--- src/rtl/uart_pkg.sv ---
// Shared UART definitions: TX state encoding, parity modes and frame-length helper.
// Imported by the TX/RX blocks and their benches.
package uart_pkg;

   typedef enum logic [2:0] {
      IDLE   = 3'd0,
      START  = 3'd1,
      DATA   = 3'd2,
      PARITY = 3'd3,
      STOP   = 3'd4
   } tx_state_t;

   localparam int PAR_EVEN = 0;
   localparam int PAR_ODD  = 1;

   // Clocks occupied by one complete frame on the line.
   function automatic int frame_clks(input int data_w, input int parity_en,
                                     input int stop_bits, input int clks_per_bit);
      return (1 + data_w + parity_en + stop_bits) * clks_per_bit;
   endfunction

endpackage

--- src/rtl/uart_baud_cnt.sv ---
// Baud divider: counts 0..CLKS_PER_BIT-1 and flags the terminal count as a tick.
// A clear forces the count back to zero so every bit period starts aligned.
module uart_baud_cnt #(
   parameter int CLKS_PER_BIT = 16
) (
   input  logic i_clk,
   input  logic i_reset,
   input  logic i_clear,
   output logic o_tick
);

   localparam int CNT_W = (CLKS_PER_BIT > 1) ? $clog2(CLKS_PER_BIT) : 1;
   localparam logic [CNT_W-1:0] TERM = CNT_W'(CLKS_PER_BIT - 1);

   logic [CNT_W-1:0] r_cnt;

   assign o_tick = (r_cnt == TERM);

   always_ff @(posedge i_clk or negedge i_reset) begin
      if (!i_reset) begin
         r_cnt <= '0;
      end else if (i_clear || o_tick) begin
         r_cnt <= '0;
      end else begin
         r_cnt <= r_cnt + CNT_W'(1);
      end
   end

endmodule

--- src/rtl/uart_tx_param.sv ---
// Parametrised UART transmitter: start, DATA_W bits LSB first, optional parity,
// STOP_BITS stop bits; each bit held for CLKS_PER_BIT clocks.
module uart_tx_param
   import uart_pkg::*;
#(
   parameter int DATA_W       = 8,
   parameter int CLKS_PER_BIT = 16,
   parameter int PARITY_EN    = 1,
   parameter int PARITY_ODD   = 0,
   parameter int STOP_BITS    = 1
) (
   input  logic              i_clk,
   input  logic              i_reset,
   input  logic              i_Txstart,
   input  logic [DATA_W-1:0] i_datain,
   output logic              o_Txdataout,
   output logic              o_ready,
   output logic              o_busy,
   output logic              o_done
);

   localparam int BIT_W = $clog2(DATA_W + 1);
   localparam logic [BIT_W-1:0] DATA_LAST = BIT_W'(DATA_W);
   localparam logic [BIT_W-1:0] STOP_LAST = BIT_W'(STOP_BITS);
   localparam logic             ODD_BIT   = (PARITY_ODD != PAR_EVEN);

   tx_state_t         r_state;
   logic [DATA_W-1:0] r_shift;
   logic [BIT_W-1:0]  r_bit_cnt;
   logic              r_parity;
   logic              r_tx;
   logic              r_done;

   tx_state_t         w_state_next;
   logic [DATA_W-1:0] w_shift_next;
   logic [BIT_W-1:0]  w_bit_next;
   logic              w_parity_next;
   logic              w_tx_next;
   logic              w_done_next;
   logic              w_accept;
   logic              w_clear;
   logic              w_tick;

   assign w_accept = (r_state == IDLE) && i_Txstart;
   assign w_clear  = w_accept || (w_state_next != r_state);

   uart_baud_cnt #(
      .CLKS_PER_BIT(CLKS_PER_BIT)
   ) u_baud (
      .i_clk   (i_clk),
      .i_reset (i_reset),
      .i_clear (w_clear),
      .o_tick  (w_tick)
   );

   always_ff @(posedge i_clk or negedge i_reset) begin
      if (!i_reset) begin
         r_state   <= IDLE;
         r_shift   <= '0;
         r_bit_cnt <= '0;
         r_parity  <= 1'b0;
         r_tx      <= 1'b1;
         r_done    <= 1'b0;
      end else begin
         r_state   <= w_state_next;
         r_shift   <= w_shift_next;
         r_bit_cnt <= w_bit_next;
         r_parity  <= w_parity_next;
         r_tx      <= w_tx_next;
         r_done    <= w_done_next;
      end
   end

   // r_tx is loaded with the level of the bit being entered, so the line moves on the same edge as the state.
   always_comb begin
      w_state_next  = r_state;
      w_shift_next  = r_shift;
      w_bit_next    = r_bit_cnt;
      w_parity_next = r_parity;
      w_tx_next     = r_tx;
      w_done_next   = 1'b0;
      case (r_state)
         IDLE: begin
            w_tx_next = 1'b1;
            if (w_accept) begin
               w_state_next  = START;
               w_shift_next  = i_datain;
               w_parity_next = (^i_datain) ^ ODD_BIT;
               w_bit_next    = '0;
               w_tx_next     = 1'b0;
            end
         end
         START: begin
            if (w_tick) begin
               w_state_next = DATA;
               w_tx_next    = r_shift[0];
               w_shift_next = r_shift >> 1;
               w_bit_next   = BIT_W'(1);
            end
         end
         DATA: begin
            if (w_tick) begin
               if (r_bit_cnt == DATA_LAST) begin
                  if (PARITY_EN != 0) begin
                     w_state_next = PARITY;
                     w_tx_next    = r_parity;
                  end else begin
                     w_state_next = STOP;
                     w_tx_next    = 1'b1;
                     w_bit_next   = BIT_W'(1);
                  end
               end else begin
                  w_tx_next    = r_shift[0];
                  w_shift_next = r_shift >> 1;
                  w_bit_next   = r_bit_cnt + BIT_W'(1);
               end
            end
         end
         PARITY: begin
            if (w_tick) begin
               w_state_next = STOP;
               w_tx_next    = 1'b1;
               w_bit_next   = BIT_W'(1);
            end
         end
         STOP: begin
            if (w_tick) begin
               if (r_bit_cnt == STOP_LAST) begin
                  w_state_next = IDLE;
                  w_done_next  = 1'b1;
                  w_bit_next   = '0;
               end else begin
                  w_bit_next = r_bit_cnt + BIT_W'(1);
               end
            end
         end
         default: begin
            w_state_next = IDLE;
            w_tx_next    = 1'b1;
         end
      endcase
   end

   assign o_Txdataout = r_tx;
   assign o_ready     = (r_state == IDLE);
   assign o_busy      = (r_state != IDLE);
   assign o_done      = r_done;

endmodule

--- config.mk ---
export PLATFORM = sky130hd
export DESIGN_NAME = uart_tx_param
export DESIGN_NICKNAME = d
export VERILOG_FILES = /design/src/rtl/uart_pkg.sv /design/src/rtl/uart_baud_cnt.sv /design/src/rtl/uart_tx_param.sv
export SDC_FILE = /design/constraint.sdc
export NUM_CORES = 1
export LEC_CHECK = 0
export BUFFER_PORTS_ARGS = -buffer_cell sky130_fd_sc_hd__buf_2
export CAP_MARGIN = 25
export CORE_UTILIZATION = 40
export CTS_BUF_LIST = sky130_fd_sc_hd__clkbuf_4 sky130_fd_sc_hd__clkbuf_8
export DETAILED_ROUTE_END_ITERATION = 8
export SKIP_CTS_REPAIR_TIMING = 1
export SYNTH_ARGS = -nofsm -noshare
export SYNTH_HDL_FRONTEND = slang
export SYNTH_SLANG_ARGS = --single-unit
export TNS_END_PERCENT = 30
--- constraint.sdc ---
create_clock -name i_clk -period 2.6 [get_ports i_clk]
set_input_delay 0.65 -clock i_clk [delete_from_list [all_inputs] [get_ports i_clk]]
set_output_delay 0.65 -clock i_clk [all_outputs]
set_load 0.005 [all_outputs]
# Word-level counts from Yosys, hierarchy flattened
# Index checks and enable logic that the tools add are counted.
# Widths: inputs -> output; s select.
dict set report op_classes {
  n_addsub 2
  mul 0
  n_div 0
  magnitude_cmp 0
  n_eq_ne 15
  shift 0
  n_mux 30
  n_bitwise 1
  n_reduce_logical 13
}
# op n
set ops {}
lappend ops {{$mux 8} 4}
lappend ops {{$mux 4} 7}
lappend ops {{$pmux 8 s3} 1}
lappend ops {{$mux 3} 7}
lappend ops {{$pmux 4 s4} 1}
lappend ops {{$pmux 3 s5} 1}
lappend ops {{$ne 2x1->1 const B} 6}
lappend ops {{$add 4x1->4 const B} 2}
lappend ops {{$eq 4x4->1 const B} 2}
lappend ops {{$mux 1} 8}
lappend ops {{$reduce_xor 8->1} 1}
lappend ops {{$eq 3x2->1 const B} 2}
lappend ops {{$reduce_and 6->1} 1}
lappend ops {{$reduce_bool 3->1} 2}
lappend ops {{$pmux 1 s5} 1}
lappend ops {{$reduce_and 5->1} 1}
lappend ops {{$eq 4x1->1 const B} 1}
lappend ops {{$reduce_and 4->1} 1}
lappend ops {{$reduce_bool 4->1} 1}
lappend ops {{$eq 3x1->1 const B} 1}
lappend ops {{$eq 3x3->1 const B} 1}
lappend ops {{$logic_not 3->1} 1}
lappend ops {{$ne 3x3->1} 1}
lappend ops {{$logic_or 1x1->1} 2}
lappend ops {{5 further kinds} 5}
dict set report word_totals {
  ff_bits 22
  latchBits 0
  ramBits 0
  rom_bits 0
  input_bits 11
  out_inout_bits 4
  word_cells 68
  n_memories 0
}

# Depth between registers and ports, before layout
dict set report logic_depth {
  word_depth 8
  mapped_depth 7
  depth_no_buf 6
}

# Modules after synthesis
# From an unflattened synthesis, not the netlist that was laid out.
dict set report hier_totals {
  hier_cells 127
  hier_area_um2 1346.3
}
# mod n_inst cells_each area_per_inst_um2 seq_area_each_um2
set by_module_without_submodules {}
lappend by_module_without_submodules {uart_tx_param 1 114 1174.9 451.7}
lappend by_module_without_submodules {uart_baud_cnt 1 13 171.4 100.1}

# Worst setup path after synthesis
# OpenSTA, ideal clock, no wires.
dict set report synth_path {
  path_type {reg-to-reg}
  startpoint {reg r_state[0]}
  endpoint {reg r_shift[0]}
  setup_time_ns 0.125
  arrival_time_ns 1.660
  required_ns 2.475
  slack_ns 0.815
  stages_incl_launch_ff 6
  n_path_buf 1
  synth_period_minus_slack_ns 1.785
  cell_sequence {dfrtp_1 > buf_4 > or2b_4 > a21oi_4 > mux2_2 > mux2_4}
}
dict set report synth_between {
  elab_chain_len 4
  word_cells_on_any_way 11
  classes_between {eq/ne (6); mux (1); reduce/logical (4)}
}
# element line_no
set synth_rtl {}
lappend synth_rtl {{start, declared} uart_tx_param.sv:27} ;# tx_state_t r_state;
lappend synth_rtl {{start signal, assigned} uart_tx_param.sv:65} ;# r_state <= w_state_next;
lappend synth_rtl {{$logic_not 3->1} {uart_tx_param.sv:44, uart_tx_param.sv:82}}
lappend synth_rtl {{$logic_and 1x1->1} uart_tx_param.sv:44} ;# assign w_accept = (r_state == IDLE) && i_Txstart;
lappend synth_rtl {{$ne 2x1->1 (no line)} -}
lappend synth_rtl {{$reduce_and 5->1 (no line)} -}
lappend synth_rtl {{end signal, assigned} uart_tx_param.sv:66} ;# r_shift <= w_shift_next;
lappend synth_rtl {{end, declared} uart_tx_param.sv:28} ;# logic [DATA_W-1:0] r_shift;
# Parallel ways exist; a longest one is shown, timed or not.
# A chain may end at the register's enable or synchronous reset.

# Final worst setup path
dict set report layout_path {
  startpoint {reg r_state[1]}
  endpoint {reg r_shift[3]}
}
# Same word-level chain as after synthesis.

==> impl_metrics.xml <==
<?xml version="1.0" encoding="UTF-8"?>
<metrics>
  <group name="logic_synthesis">
    <metric name="synth_cell_types" unit="">45</metric>
    <metric name="ys_seq_area_share" unit="%">40.1</metric>
    <metric name="synth-seq-cells" unit="">22</metric>
    <metric name="netlist_top_cells_count" unit="">21 x dfrtp_1, 9 x nor2_1, 9 x xnor2_1</metric>
    <metric name="synthesis.area_per_instance" unit="um^2">11.2</metric>
    <metric name="mapped_area" unit="mm^2">0.00138</metric>
    <metric name="synth.net_count" unit="">138</metric>
    <metric name="synth.yosys.warnings" unit="">0</metric>
    <metric name="yosys.area.top_type" unit="">dfrtp_1</metric>
    <metric name="async_reset_ff_share" unit="%">100</metric>
    <metric name="ys_top_cells_by_area" unit="">dfrtp_1 38%, mux2_4 8.7%, mux2_2 5.7%</metric>
    <metric name="synth_most_common_cell" unit="">dfrtp_1</metric>
    <metric name="synth-edff-count" unit="">0</metric>
    <metric name="ys_flop_type" unit="">dfrtp_1</metric>
    <metric name="postSynthCellCount" unit="">123</metric>
    <metric name="synthDominantCellAreaShare" unit="%">38.2</metric>
  </group>
  <group name="floorplanning">
    <metric name="floorplan.initialDensity" unit="%">43.7</metric>
    <metric name="floorplan.die_area" unit="mm^2">0.00368</metric>
    <metric name="floorplan.io_pins" unit="">15</metric>
    <metric name="core_area" unit="mm^2">0.00315</metric>
    <metric name="placement_rows" unit="">20</metric>
    <metric name="die_x" unit="um">60.7</metric>
    <metric name="floorplan.die.height" unit="um">60.7</metric>
  </group>
  <group name="cts">
    <metric name="htree_levels" unit="">1</metric>
    <metric name="reg_clk_slew_reported_paths" unit="ns">0.13</metric>
    <metric name="cts_made_buffers" unit="">3</metric>
    <metric name="clock_sinks" unit="">22</metric>
    <metric name="cts_tree" unit="">yes</metric>
    <metric name="clock_latency" unit="ns">0.31</metric>
    <metric name="clk_root_buffer_cell" unit="">clkbuf_4</metric>
    <metric name="cts_max_path_buffers" unit="">2</metric>
  </group>
  <group name="final_layout">
    <metric name="utilization" unit="%">47.7</metric>
    <metric name="drive_above_1_share" unit="%">32.4</metric>
    <metric name="final_stage_net_count" unit="">152</metric>
    <metric name="postLayoutCellArea" unit="mm^2">0.00150</metric>
    <metric name="diodes" unit="">0</metric>
    <metric name="area_growth_syn_to_layout" unit="%">9.18</metric>
    <metric name="final_non_filler_cells" unit="">180</metric>
    <metric name="fillerInstances" unit="">319</metric>
  </group>
  <group name="timing">
    <metric name="finalCritPeriodShare" unit="%">76.1</metric>
    <metric name="worst_slew_pin_slew" unit="ns">0.552</metric>
    <metric name="hold_viol" unit="">0</metric>
    <metric name="grt_setup_unrepaired" unit="">no</metric>
    <metric name="final.min_clock_period" unit="ns">1.98</metric>
    <metric name="finalSetupTns" unit="ns">0</metric>
    <metric name="report.final.setup_viol" unit="">0</metric>
    <metric name="fmax" unit="GHz">0.505</metric>
    <metric name="worst_clock_skew" unit="ns">0.00441</metric>
    <metric name="maxSlewHeadroom" unit="%">62.9</metric>
    <metric name="slew_violations" unit="">0</metric>
  </group>
  <group name="power_and_ir_drop">
    <metric name="power.static_leakage" unit="nW">0.661</metric>
    <metric name="p_int" unit="mW">1.02</metric>
    <metric name="sw_frac_of_total" unit="%">36.6</metric>
    <metric name="power_dens_cells" unit="mW/mm^2">1070</metric>
    <metric name="power.clock.fraction" unit="%">11.9</metric>
    <metric name="p_switching" unit="mW">0.590</metric>
    <metric name="pwr-share-seq" unit="%">38.9</metric>
    <metric name="power.share.combinational" unit="%">49.2</metric>
    <metric name="ir_drop" unit="mV">0.457</metric>
  </group>
  <group name="worst_setup_path">
    <metric name="cp-start-kind" unit="">flip-flop</metric>
    <metric name="cp_max_fo" unit="">13</metric>
    <metric name="critical_path.endpoint_type" unit="">flip-flop</metric>
    <metric name="timing.critical_path.slowest_stage_cell" unit="">dfrtp_1</metric>
    <metric name="cp_data_arrival_time" unit="ns">2.19</metric>
    <metric name="crit_type" unit="">flip-flop to flip-flop</metric>
    <metric name="slowest_delay" unit="ns">0.60</metric>
    <metric name="cp_data_required_time" unit="ns">2.81</metric>
    <metric name="worstPathCellList" unit="">or2b_4 &gt; a21oi_4 &gt; mux2_2 &gt; mux2_4</metric>
  </group>
  <group name="global_routing">
    <metric name="grt_antenna_before_repair" unit="">0</metric>
    <metric name="largest_net_degree_at_the_start_of_global_routing" unit="">23</metric>
    <metric name="global_route.usage.total" unit="%">15.0</metric>
    <metric name="grt_first_pass_wirelength" unit="um">3980</metric>
    <metric name="vias_in_the_first_global_route" unit="">871</metric>
    <metric name="overflow" unit="">0</metric>
  </group>
  <group name="route">
    <metric name="number_of_design_rule_violations_left_after_detail_routing" unit="">0</metric>
    <metric name="routed-via-count" unit="">925</metric>
    <metric name="ant_nets" unit="">0</metric>
    <metric name="finalWirelength" unit="um">2440</metric>
    <metric name="routedWlPerCell" unit="um">13.6</metric>
    <metric name="average_via_count_per_standard_cell" unit="">5.14</metric>
    <metric name="initialDrtViolationCount" unit="">12</metric>
    <metric name="detail_route.first_pass.iterations" unit="">4</metric>
  </group>
  <group name="flow_run">
    <metric name="max-cap-violations" unit="">0</metric>
  </group>
  <group name="place">
    <metric name="placed_area" unit="mm^2">0.00147</metric>
    <metric name="place_congestion" unit="">0.788</metric>
    <metric name="io_buffer_count" unit="">14</metric>
    <metric name="detailedPlacementHpwl" unit="um">1770</metric>
    <metric name="placedCellCount" unit="">176</metric>
  </group>
  <group name="min_path">
    <metric name="holdCritPathClass" unit="">input pin to asynchronous set/reset pin</metric>
  </group>
  <group name="outcome">
    <metric name="outcome" unit="">completed</metric>
  </group>
</metrics>
-- flip-flops by register name, summed over array words and instances, names as in the netlist --
signal,count
r_shift,8
r_bit_cnt,4
u_baud.r_cnt,4
r_state,3
o_Txdataout,1
o_done,1
r_parity,1
-- logic make-up (layout without fill, tap and decap cells) --
group,count (synthesis),count (layout),share of synthesized area [%]
and+or+nand+nor,36,36,16.1
DFF,22,22,40.1
buffers and inverters,12,25,4.45
adders and majority gates,4,4,3.64
xor gates and xnor gates,10,10,6.36
muxes,17,17,16.0
AOI/OAI and AO/OA,22,22,13.4
-- through the flow --
step	power [mW]	setup WS [ns]	hold slack (ns)
after floorplan	1.31	0.815	0.354
after detailed placement	1.43	0.646	0.456
after global placement	1.41	0.647	0.452
after global routing	1.73	0.476	0.309
after CTS	1.63	0.616	0.296
final	1.61	0.621	0.283
-- final timing paths --
path	startpoint	end	slack, ns	cells past startpoint
min	i_reset	r_state[1]	0.28	1
max	r_state[1]	r_shift[3]	0.62	4
min reg2reg	u_baud.r_cnt[0]	u_baud.r_cnt[0]	0.47	1
min in group i_clk	u_baud.r_cnt[0]	u_baud.r_cnt[0]	0.47	1
max reg2reg	r_state[1]	r_shift[3]	0.62	4
max in group asynchronous	i_reset	o_Txdataout	1.97	1
-- critical path, delay by kind of cell, from the launching register on --
kind | cells | cell delay (ns)
multiplexers | 2 | 0.64
AO/OA/AOI/OAI | 1 | 0.29
flip-flops | 1 | 0.60
AND/OR/NAND/NOR | 1 | 0.35
-- power groups by stage --
stage,logic (mW),registers (mW),clock network [mW]
global route,0.871,0.649,0.214
CTS,0.802,0.626,0.198
finish,0.793,0.627,0.192
floorplan,0.737,0.569,0
detailed placement,0.799,0.633,0
global placement,0.783,0.631,0
-- cell type report --
cell class	instances	area (um^2)	share of cell area, %
sequential	22	552	36.7
multi-input combinational	89	763	50.8
inverter	7	26.3	1.75
clock buffer	4	36.3	2.41
tap	44	55.1	3.66
timing repair buffer	14	70.1	4.66
-- cell usage in the layout (no fill, tap or decap), types with 2 or more instances in the layout --
cell type	instances
a21oi_1	5
a32o_1	2
buf_2	14
clkbuf_4	3
dfrtp_1	21
ha_1	4
inv_1	7
mux2_2	7
mux2_4	8
nand2_1	5
nand3_1	3
nand3_2	2
nor2_1	9
nor2b_1	3
nor3_1	2
o21ai_0	4
o2bb2ai_1	2
xnor2_1	9
-- routing by layer --
metal	wire [um]	GRT usage, %
met4	20	3.90
met2	1120	24.2
met1	1250	20.1
met5	0	0
met3	52	3.84
No activity file was read; power rests on OpenSTA's default activity.
